<file path="src/rtl/phy_tx_nlane.sv">
// phy_tx_nlane: N-lane transmit PHY.
// Collects NCH lanes of DW-bit words once per frame. Each word is sent as one
// time slot on a single serial line. Empty or invalid slots are filled with
// IDLE_SYM. A detector on serial_in looks for aligned IDLE_SYM words and
// declares the link active. Before that, the line carries only IDLE_SYM and
// input words are recirculated on rec_data/rec_valid.
// Optional build macro PHY_TX_LSB_FIRST_EN sends each slot LSB first. The
// detector then shifts LSB first as well. Without the macro, both directions
// are MSB first.
//
// Detector states:
//   state    | meaning
//   S_SEARCH | compare the shift register on every bit, looking for IDLE_SYM
//   S_COUNT  | word-aligned; compare once per DW bits, count matches
//   S_ACTIVE | link declared active; terminal until reset
module phy_tx_nlane #(
    parameter int              NCH      = 4,
    parameter int              DW       = 8,
    parameter logic [DW-1:0]   IDLE_SYM = 8'hBC,
    parameter int              DET_CNT  = 4
) (
    input  logic                clk_32f,
    input  logic                rst,
    input  logic [NCH*DW-1:0]   in_data,
    input  logic [NCH-1:0]      in_valid,
    input  logic                serial_in,
    output logic                tx_serial,
    output logic                frame_start,
    output logic                active,
    output logic [NCH*DW-1:0]   rec_data,
    output logic [NCH-1:0]      rec_valid
);

    localparam int F   = NCH * DW;
    localparam int BW  = $clog2(F);
    localparam int SW  = $clog2(NCH);
    localparam int DBW = $clog2(DW);
    localparam logic [BW-1:0]  BCNT_LAST = BW'(F - 1);
    localparam logic [SW-1:0]  SLOT_LAST = SW'(NCH - 1);
    localparam logic [DBW-1:0] BIT_LAST  = DBW'(DW - 1);
    localparam logic [3:0]     DET_TGT   = 4'(DET_CNT);

    typedef enum logic [1:0] {
        S_SEARCH = 2'd0,
        S_COUNT  = 2'd1,
        S_ACTIVE = 2'd2
    } det_state_t;

    // Frame position: bcnt frames the line, while slot/bidx give the same
    // position split into lane index and bit-within-word. This avoids a
    // divider when DW is not a power of two.
    logic [BW-1:0]   bcnt;
    logic [SW-1:0]   slot;
    logic [DBW-1:0]  bidx;
    logic            load;

    logic [F-1:0]    shadow_data;
    logic [NCH-1:0]  shadow_valid;
    logic            mode;

    logic [DW-1:0]   cur_sym;
    logic            cur_bit;

    det_state_t      state, state_nxt;
    logic [3:0]      cnt, cnt_nxt;
    logic [DBW-1:0]  ph, ph_nxt;
    logic [DW-1:0]   sr, sr_nxt;
    logic            match;
    logic            active_nxt;

    assign load = (bcnt == BCNT_LAST);

`ifdef PHY_TX_LSB_FIRST_EN
    assign sr_nxt = {serial_in, sr[DW-1:1]};
`else
    assign sr_nxt = {sr[DW-2:0], serial_in};
`endif

    assign match = (sr_nxt == IDLE_SYM);

    // Pick the symbol for the current slot and the bit of it on the line now.
    always_comb begin
        cur_sym = IDLE_SYM;
        if (mode && shadow_valid[slot])
            cur_sym = shadow_data[int'(slot)*DW +: DW];
`ifdef PHY_TX_LSB_FIRST_EN
        cur_bit = cur_sym[bidx];
`else
        cur_bit = cur_sym[BIT_LAST - bidx];
`endif
    end

    // Frame counter, shadow load, recirculation and registered line output.
    always_ff @(posedge clk_32f) begin
        if (!rst) begin
            bcnt         <= BCNT_LAST;
            slot         <= SLOT_LAST;
            bidx         <= BIT_LAST;
            shadow_data  <= '0;
            shadow_valid <= '0;
            mode         <= 1'b0;
            tx_serial    <= 1'b0;
            frame_start  <= 1'b0;
            rec_data     <= '0;
            rec_valid    <= '0;
        end else begin
            tx_serial   <= cur_bit;
            frame_start <= (bcnt == '0);
            if (load) begin
                bcnt         <= '0;
                slot         <= '0;
                bidx         <= '0;
                shadow_data  <= in_data;
                shadow_valid <= in_valid;
                // Use the same-edge active value so a frame never mixes modes.
                mode         <= active_nxt;
                if (active_nxt) begin
                    rec_valid <= '0;
                end else begin
                    rec_data  <= in_data;
                    rec_valid <= in_valid;
                end
            end else begin
                bcnt <= bcnt + 1'b1;
                if (bidx == BIT_LAST) begin
                    bidx <= '0;
                    slot <= slot + 1'b1;
                end else begin
                    bidx <= bidx + 1'b1;
                end
            end
        end
    end

    // Detector state register, including the shift register and the sticky active flag.
    always_ff @(posedge clk_32f) begin
        if (!rst) begin
            state  <= S_SEARCH;
            cnt    <= '0;
            ph     <= '0;
            sr     <= '0;
            active <= 1'b0;
        end else begin
            state  <= state_nxt;
            cnt    <= cnt_nxt;
            ph     <= ph_nxt;
            sr     <= sr_nxt;
            active <= active_nxt;
        end
    end

    // Detector next state: search bit-by-bit, then verify once per word.
    always_comb begin
        state_nxt = state;
        cnt_nxt   = cnt;
        ph_nxt    = ph;
        case (state)
            S_SEARCH: begin
                if (match) begin
                    cnt_nxt = 4'd1;
                    ph_nxt  = '0;
                    if (DET_TGT == 4'd1)
                        state_nxt = S_ACTIVE;
                    else
                        state_nxt = S_COUNT;
                end
            end
            S_COUNT: begin
                if (ph == BIT_LAST) begin
                    ph_nxt = '0;
                    if (match) begin
                        cnt_nxt = cnt + 4'd1;
                        if (cnt + 4'd1 == DET_TGT)
                            state_nxt = S_ACTIVE;
                    end else begin
                        cnt_nxt   = '0;
                        state_nxt = S_SEARCH;
                    end
                end else begin
                    ph_nxt = ph + 1'b1;
                end
            end
            S_ACTIVE: begin
                state_nxt = S_ACTIVE;
            end
            default: begin
                state_nxt = S_SEARCH;
                cnt_nxt   = '0;
            end
        endcase
        active_nxt = active | (state_nxt == S_ACTIVE);
    end

endmodule

</file>
<file path="config.mk">
export PLATFORM = sky130hd
export DESIGN_NAME = phy_tx_nlane
export DESIGN_NICKNAME = d
export VERILOG_FILES = /design/src/rtl/phy_tx_nlane.sv
export SDC_FILE = /design/constraint.sdc
export NUM_CORES = 1
export LEC_CHECK = 0
export ABC_CLOCK_PERIOD_IN_PS = 2500
export BUFFER_PORTS_ARGS = -buffer_cell sky130_fd_sc_hd__buf_4
export CORE_MARGIN = 3
export CORE_UTILIZATION = 30
export DETAILED_ROUTE_END_ITERATION = 12
export PLACE_DENSITY = 0.46
export SYNTH_ARGS = -nofsm -noshare
export SYNTH_HDL_FRONTEND = slang
export SYNTH_SLANG_ARGS = --single-unit
</file>
<file path="constraint.sdc">
create_clock -name clk_32f -period 2.5 [get_ports clk_32f]
set_input_delay 0 -clock clk_32f [delete_from_list [all_inputs] [get_ports clk_32f]]
set_output_delay 0 -clock clk_32f [all_outputs]
set_load 0.02 [all_outputs]
</file>
* Yosys cells after proc, flatten, opt, wreduce, memory -nomap -nowiden
Index checks and enable logic that the tools add are counted. Widths: inputs -> output; s select.
Word-level totals: input port bits 39, bits in registers 102, logic and storage cells 68, output and inout port bits 39
Operators by class: add/subtract/negate cells 6, bitwise gates (word level) 3, $lt $le $gt $ge 2, reductions and logical operators 8, muxes and demuxes 23, shift-type cells 1, equal/unequal tests 10
Operators with widths (number):
- $shiftx 32x6->8 | 1
- $mux 4 | 4
- $mux 2 | 6
- $mux 3 | 4
- $pmux 4 s3 | 1
- $eq 8x8->1 const B | 1
- $mux 8 | 1
- $add 3x1->3 const B | 2
- $eq 3x3->1 const B | 2
- $pmux 2 s3 | 1
- $pmux 3 s2 | 1
- $add 5x1->5 const B | 1
- $eq 5x5->1 const B | 1
- $logic_not 5->1 | 1
- $mux 5 | 1
- $add 4x1->4 const B | 1
- $eq 2x2->1 const B | 2
- $eq 4x3->1 const B | 1
- $lt 3x4->1 const B | 1
- $ne 2x2->1 const B | 2
- $reduce_and 2->1 | 2
- $reduce_bool 2->1 | 2
- $bmux 1 s3 | 1
- $lt 2x3->1 const B | 1
- 10 further kinds | 12

* Depth between registers and ports, before layout
Gate-level depths: netlist of run 1.
word-level depth 10, mapped depth 8, mapped depth without buffers 6

* Worst setup path before layout of run 1
Ideal clock, no wire load.
path kind reg2reg, start point register bcnt[0], end point register rec_data[0], library setup time 0.072 ns, slack 0.643 ns, buffers on the path 2, cell stages (with the launch flop) 9, required time 2.428 ns, data arrival time 1.786 ns, clock period less this slack 1.857 ns, cells stage by stage dfxtp_1 ha_1 and3_1 ha_1 clkbuf_1 nand3b_1 a31oi_4 buf_4 mux2i_1
On the way: cells in the longest elaborated chain, start to end 2
RTL lines:
- start: declaration | RTL line 52 | logic [BW-1:0] bcnt;
- start signal: assignment | RTL line 124 | bcnt <= bcnt + 1'b1;
- $eq 5x5->1 | RTL line 71 | assign load = (bcnt == BCNT_LAST);
- $reduce_and 2->1 (no line)
- end signal: assignment | RTL line 120 | rec_data <= in_data;
- end: declaration | RTL line 30 | output logic [NCH*DW-1:0] rec_data,
Every way passes these cells. A chain may end at the register's enable or synchronous reset.

* Worst setup path after layout of run 1
start point register bcnt[0], end point register rec_data[14]
Same word-level chain as after synthesis.

==> results of run 1 <==
## worst min-delay path by stage
| stage | cells past startpoint | slack (ps) | from | endpoint |
|---|---|---|---|---|
| floorplan | 1 | 120 | serial_in | sr[0]$_SDFF_PN0_ |
| global placement | 2 | 220 | serial_in | sr[0]$_SDFF_PN0_ |
| detailed placement | 2 | 220 | serial_in | sr[0]$_SDFF_PN0_ |
| CTS | 2 | 100 | rst | bcnt[1]$_SDFF_PN1_ |
| global route | 2 | 130 | rst | bcnt[1]$_SDFF_PN1_ |
| finish | 2 | 110 | rst | bcnt[1]$_SDFF_PN1_ |
## cell usage in the layout, fill, tap and decap left out, types with 2 or more instances in the layout
cell           instances
clkinvlp_4             2
dfxtp_1              102
inv_1                  7
buf_12                 2
a41o_1                 4
a21boi_0               2
dlygate4sd3_1         37
a21oi_1                3
o21ai_0               12
xnor2_1                2
mux4_2                 8
nor2b_1               42
nor2_1                 5
nand2b_1               3
nor3_1                 2
buf_4                 81
xor2_1                 4
and2_1                 7
clkbuf_16              9
ha_1                   8
nand3_1                4
nor4_1                 2
nand2_1               72
nand3b_1               6
mux2i_1               72
and3b_1                4
clkbuf_8               3
## cell type report
cell class | count | area (um^2) | area share, %
Clock buffer | 12 | 267 | 4.63
Sequential cell | 102 | 2040 | 35.4
Inverter | 7 | 26.3 | 0.456
Timing Repair Buffer | 120 | 1020 | 17.7
Multi-Input combinational cell | 284 | 2130 | 37.0
Clock inverter | 4 | 53.8 | 0.934
Tap cell | 180 | 225 | 3.91
## worst reg2reg max path, delay by kind of cell (launching register included)
kind / cells / cell delay, ps
fa+ha+maj: 2 / 400
flops: 1 / 370
buf+inv: 1 / 360
simple gates: 2 / 290
mux: 1 / 250
compound gates: 1 / 170
## state kept, by name (all words and copies together), names as in the netlist
register,flops
state,2
rec_data,32
tx_serial,1
rec_valid,4
shadow_data,32
cnt,4
active,1
bcnt,5
frame_start,1
ph,3
shadow_valid,4
mode,1
bidx,3
sr,7
slot,2
## metal layers
metal	global-route usage, %	routed length [um]
met1	16.4	4750
met2	19.9	4420
met3	3.94	407
met4	3.60	88
met5	0	0
## report_power, final
group	switching, mW	internal [mW]
clock network	0.608	0.860
registers	0.288	2.01
logic	0.927	0.983
total	1.82	3.85
## through the flow
| step | std cells | cell area (um^2) |
|---|---|---|
| 6_report | 709 | 5760 |
| 5_1_grt | 709 | 5760 |
| 4_1_cts | 709 | 5760 |
| 3_5_place_dp | 656 | 5070 |
| 3_3_place_gp | 656 | 5070 |
| 2_1_floorplan | 421 | 4320 |
## cells by family after synthesis
family,synth area share [%]
AOI/OAI and AO/OA,5.74
xor gates and xnor gates,1.22
adders and majority gates,2.61
buffers and inverters,3.45
DFF,47.3
muxes,20.9
and+or+nand+nor,18.8
==> run_results.csv, run 1 <==
group,metric,value,unit
clocking,hold_buffers,37,
finish,final_layout_size_suffix_gt1_share,21.2,%
synthesis,ys_types,45,
critical_path,worstPathMaxFanout,21,
critical_path,crit_path_end_kind,"register",
clocking,clock_latency,340,ps
synthesis,synth_seq_cells,102,
synthesis,synth_top_cell_by_area,"dfxtp_1",
clocking,cts_sinks,102,
critical_path,cp-start-kind,"register",
critical_path,crit_chain,"ha_1 > and3_1 > ha_2 > nand3b_1 > a31oi_4 > buf_4 > mux2i_1",
synthesis,yosysMostFrequentCell,"dfxtp_1",
critical_path,slowest_stage,"dfxtp_1",
place,place_ws,604,ps
route,dr.pass1.iters,4,
pwr,p_per_area,985,nW/um^2
synthesis,synth_area_leaders,"dfxtp_1, mux2i_1, nand2_1",
synthesis,synth_top_area_share,47.3,%
route,drc_errors,0,
floorplan,die_h,126,um
global_routing,grt_overflow,0,
pwr,p_total,5.67,mW
critical_path,crit_buf_inv,1,
sta,fin_ws,610,ps
synthesis,synth.cell_area,4320,um^2
sta,setup_viol,0,
pwr,ir_worst_vdd,389,uV
route,detail-route-antenna-nets,0,
sta,slew_violations,0,
floorplan,rows,43,
sta,finalCritPeriodShare,75.6,%
clocking,clk_pin_slew,70,ps
clocking,cts_root_buffer,"clkbuf_16",
route,first_iter_violations,113,
synthesis,synth_edf_count,0,
sta,holdWs,110,ps
global_routing,antenna_found_initial,0,
hold_path,hold_class,"input pin to register",
sta,worst_slew_pin_slew,555,ps
sta,period_needed,1890,ps
finish,num_antenna_cells,0,
critical_path,crit_type,"register to register",
outcome,status,"finished, final reports clean",
synthesis,synth_cells,421,
critical_path,crit_start,"bcnt[0]$_SDFF_PN1_",
global_routing,grt_pass1_vias,3076,
sta,finalClockSkew,5.90,ps
route,routed_wl,9.67,mm
critical_path,critPathMaxStageDelay,370,ps
sta,relSlewSlack,62.9,%
global_routing,grt_usage,12.5,%
place,place.gp.congestion,0.737,
finish,fillerInstances,1384,
synthesis,syn_area_per_cell,10.3,um^2
critical_path,cp.depth,7,
critical_path,arrival,2160,ps
critical_path,endpoint,"rec_data[14]$_SDFFE_PN0P_",
finish,post-route-util,41.2,%
clocking,tritoncts,"built",
synthesis,ys.warnings.count,0,
critical_path,required,2770,ps
synthesis,synthFlopType,"dfxtp_1",
floorplan,design.core.area,14000,um^2
clocking,post_cts_buffers,0,
critical_path,worstReg2RegStart,"bcnt[0]$_SDFF_PN1_",
clocking,cts_resized,0,
synthesis,ys_seq_area_share,47.3,%
route,viasPerCell,4.45,
synthesis,async_flop_share,0,%
place,dp_hpwl,6.58,mm
finish,final_nets,572,
clocking,numCtsBuffers,9,
synthesis,netlist_top_cells_count,"dfxtp_1, mux2i_1, nand2_1",
clocking,cts_buffer_depth,2,
pwr,leakagePower,2.38,nW
sta,rsz0062_at_grt,"no",
critical_path,r2r-end,"rec_data[14]$_SDFFE_PN0P_",
global_routing,grt_pass1_wl,15.8,mm
synthesis,synth_nets,469,
floorplan,die_area,15900,um^2
floorplan,die_w,126,um
route,wl_per_cell,13.6,um
sta,fmax,529,MHz
floorplan,start_util,30.9,%
critical_path,r2r_slack,610,ps
floorplan,ioPinCount,78,
global_routing,grt_max_degree,61,
critical_path,cp_top_family,"adder cells",
route,vias,3157,
flow_run,cap_violations,0,
clocking,htree_levels,3,
finish,area_growth,33.4,%
sta,finalHoldViolations,0,
place,port_buffers,77,
critical_path,reg2reg_depth,7,
sta,finalSetupTns,0,ps
No activity file was read; power rests on OpenSTA's default activity.
==> inputs of run 2 (changes only) <==
--- a/config.mk
+++ b/config.mk
@@ -5,7 +5,7 @@
 export SDC_FILE = /design/constraint.sdc
 export NUM_CORES = 1
 export LEC_CHECK = 0
-export ABC_CLOCK_PERIOD_IN_PS = 2500
+export ABC_CLOCK_PERIOD_IN_PS = 1800
 export BUFFER_PORTS_ARGS = -buffer_cell sky130_fd_sc_hd__buf_4
 export CORE_MARGIN = 3
 export CORE_UTILIZATION = 30
==> constraint.sdc (replaced) <==
create_clock -name clk_32f -period 1.8 [get_ports clk_32f]
set_input_delay 0 -clock clk_32f [delete_from_list [all_inputs] [get_ports clk_32f]]
set_output_delay 0 -clock clk_32f [all_outputs]
set_load 0.02 [all_outputs]
==> run_results.csv, run 2 (same netlist as run 1, synthesis figures left out) <==
group,metric,value,unit
sta,setup_viol,0,
place,place.gp.congestion,0.783,
floorplan,start_util,30.9,%
global_routing,grt_max_degree,50,
sta,finalClockSkew,8.21,ps
place,dp_hpwl,7.03,mm
clocking,htree_levels,3,
outcome,status,"finished, final reports clean",
hold_path,min_to,"mode$_SDFFE_PN0P_",
critical_path,worstPathMaxFanout,11,
global_routing,grt_pass1_vias,3238,
pwr,intPower,5.52,mW
global_routing,grt_overflow,0,
global_routing,grt_usage,13.1,%
hold_path,hold_class,"input pin to register",
pwr,ir_worst_vdd,709,uV
critical_path,r2r-end,"tx_serial$_SDFF_PN0_",
sta,worst_slew_pin_slew,573,ps
floorplan,ioPinCount,78,
route,routed_wl,10.4,mm
sta,relSlewSlack,61.7,%
finish,num_antenna_cells,0,
route,drc_errors,0,
pwr,sw_frac_of_total,32.4,%
pwr,power_frac_comb,37.7,%
hold_path,hold_start,"rst",
sta,finalHoldViolations,0,
pwr,leakagePower,2.45,nW
floorplan,die_w,126,um
route,dr.pass1.iters,4,
finish,final_common_cell,"dfxtp_1",
sta,period_needed,1740,ps
pwr,p_per_area,1380,nW/um^2
sta,slew_violations,0,
global_routing,antenna_found_initial,0,
route,viasPerCell,4.54,
floorplan,die_h,126,um
finish,layout_common_cells,"dfxtp_1, buf_4, nand2_1, mux2i_1, nor2b_1",
clocking,tritoncts,"built",
floorplan,design.core.area,14000,um^2
global_routing,grt_pass1_wl,16.6,mm
finish,final_layout_size_suffix_gt1_share,24.6,%
place,dpl.cell_count,664,
critical_path,crit_type,"register to register",
floorplan,rows,43,
sta,finalSetupTns,0,ps
pwr,seqPwrFrac,38.9,%
route,wl_per_cell,14.4,um
hold_path,hold_depth,3,
critical_path,arrival,1980,ps
pwr,p_switching,2.64,mW
route,first_iter_violations,156,
flow_run,cap_violations,0,
critical_path,reg2reg_depth,5,
clocking,cts_root_buffer,"clkbuf_16",
finish,top_regs,"rec_data x32, shadow_data x32, sr x7",
clocking,clock_latency,350,ps
finish,final_nets,583,
finish,fin_cells,720,
clocking,clk_pin_slew,70,ps
clocking,cts_sinks,102,
clocking,numCtsBuffers,9,
place,port_buffers,77,
critical_path,cp-start-kind,"register",
floorplan,die_area,15900,um^2
sta,fmax,573,MHz
critical_path,r2r_slack,60,ps
critical_path,crit_path_end_kind,"register",
finish,area_growth,37.5,%
sta,finalCritPeriodShare,96.9,%
route,detail-route-antenna-nets,0,
sta,rsz0062_at_grt,"no",
pwr,power_frac_clock,23.4,%
clocking,cts_buffer_depth,2,
route,vias,3267,
critical_path,worstReg2RegStart,"bidx[0]$_SDFF_PN1_",
critical_path,required,2040,ps
## run 2: cell count changes in the layout (fill, tap and decap cells not counted), moves of 3 or more
| cell | change |
|---|---|
| dfxtp_2 | +3 |
| dfxtp_1 | -3 |
| buf_4 | +6 |
| ha_1 | -3 |
## run 2: worst max-delay path, stage by stage (launching register included)
cell	delay, ps
dfxtp_1	680
mux4_2	420
mux2i_1	160
nand3b_1	100
a21oi_1	200
nor3_2	70
## run 2: how the worst max path moves through the flow
stage                                    start  cells past startpoint                         to
after floorplan             bcnt[0]$_SDFF_PN1_                      8   rec_data[0]$_SDFFE_PN0P_
after global routing       state[0]$_SDFF_PN0_                      7   rec_data[5]$_SDFFE_PN0P_
after detailed placement    bcnt[1]$_SDFF_PN1_                      7  rec_data[12]$_SDFFE_PN0P_
after global placement    slot[0]$_SDFFE_PN1P_                      6       tx_serial$_SDFF_PN0_
final                       bidx[0]$_SDFF_PN1_                      5       tx_serial$_SDFF_PN0_
after CTS                   bcnt[1]$_SDFF_PN1_                      7  rec_data[14]$_SDFFE_PN0P_
## run 2: timing repair
item / 4_1_cts / 5_1_grt
gates cloned: 0 / 2
pin swaps: 1 / 1
setup endpoints to repair: 1 / 38
hold endpoints to repair: 73 / 0
gates resized for setup: 0 / 15
setup buffers: 0 / 1
hold buffers: 37 / 0
## run 2: through the flow
stage / cell area (um^2) / utilization [%] / total power [mW] / setup WS [ps] / hold WS [ps]
finish: 5940 / 42.4 / 8.17 / 56.1 / 135
global route: 5940 / 42.4 / 8.67 / 0.193 / 151
CTS: 5810 / 41.5 / 8.01 / 1.47 / 120
detailed placement: 5140 / 36.8 / 6.01 / 6.21 / 219
global placement: 5140 / 36.8 / 5.96 / 22.7 / 217
floorplan: 4330 / - / 5.07 / 29.8 / 122
## run 2: power by group through the flow
stage | Clock, mW | Combinational (mW) | Sequential [mW]
after global placement | 0 | 2.75 | 3.21
final | 1.91 | 3.08 | 3.18
after CTS | 1.98 | 2.86 | 3.17
after global routing | 2.07 | 3.35 | 3.25
after detailed placement | 0 | 2.80 | 3.21
after floorplan | 0 | 1.72 | 3.34
## run 2: area by class of cell
cell class	instances	area (um^2)
clock inverters	2	13.8
fillers	1391	8050
clock buffers	14	284
inverters	7	26.3
flip-flops and latches	102	2050
multi-input cells	284	2180
well taps	180	225
repair buffers	131	1160
## run 2: metal layers
metal	global-route usage (%)	wire, um
met5	0	0
met4	4.29	110
met3	4.16	461
met2	20.7	4740
met1	17.1	5050
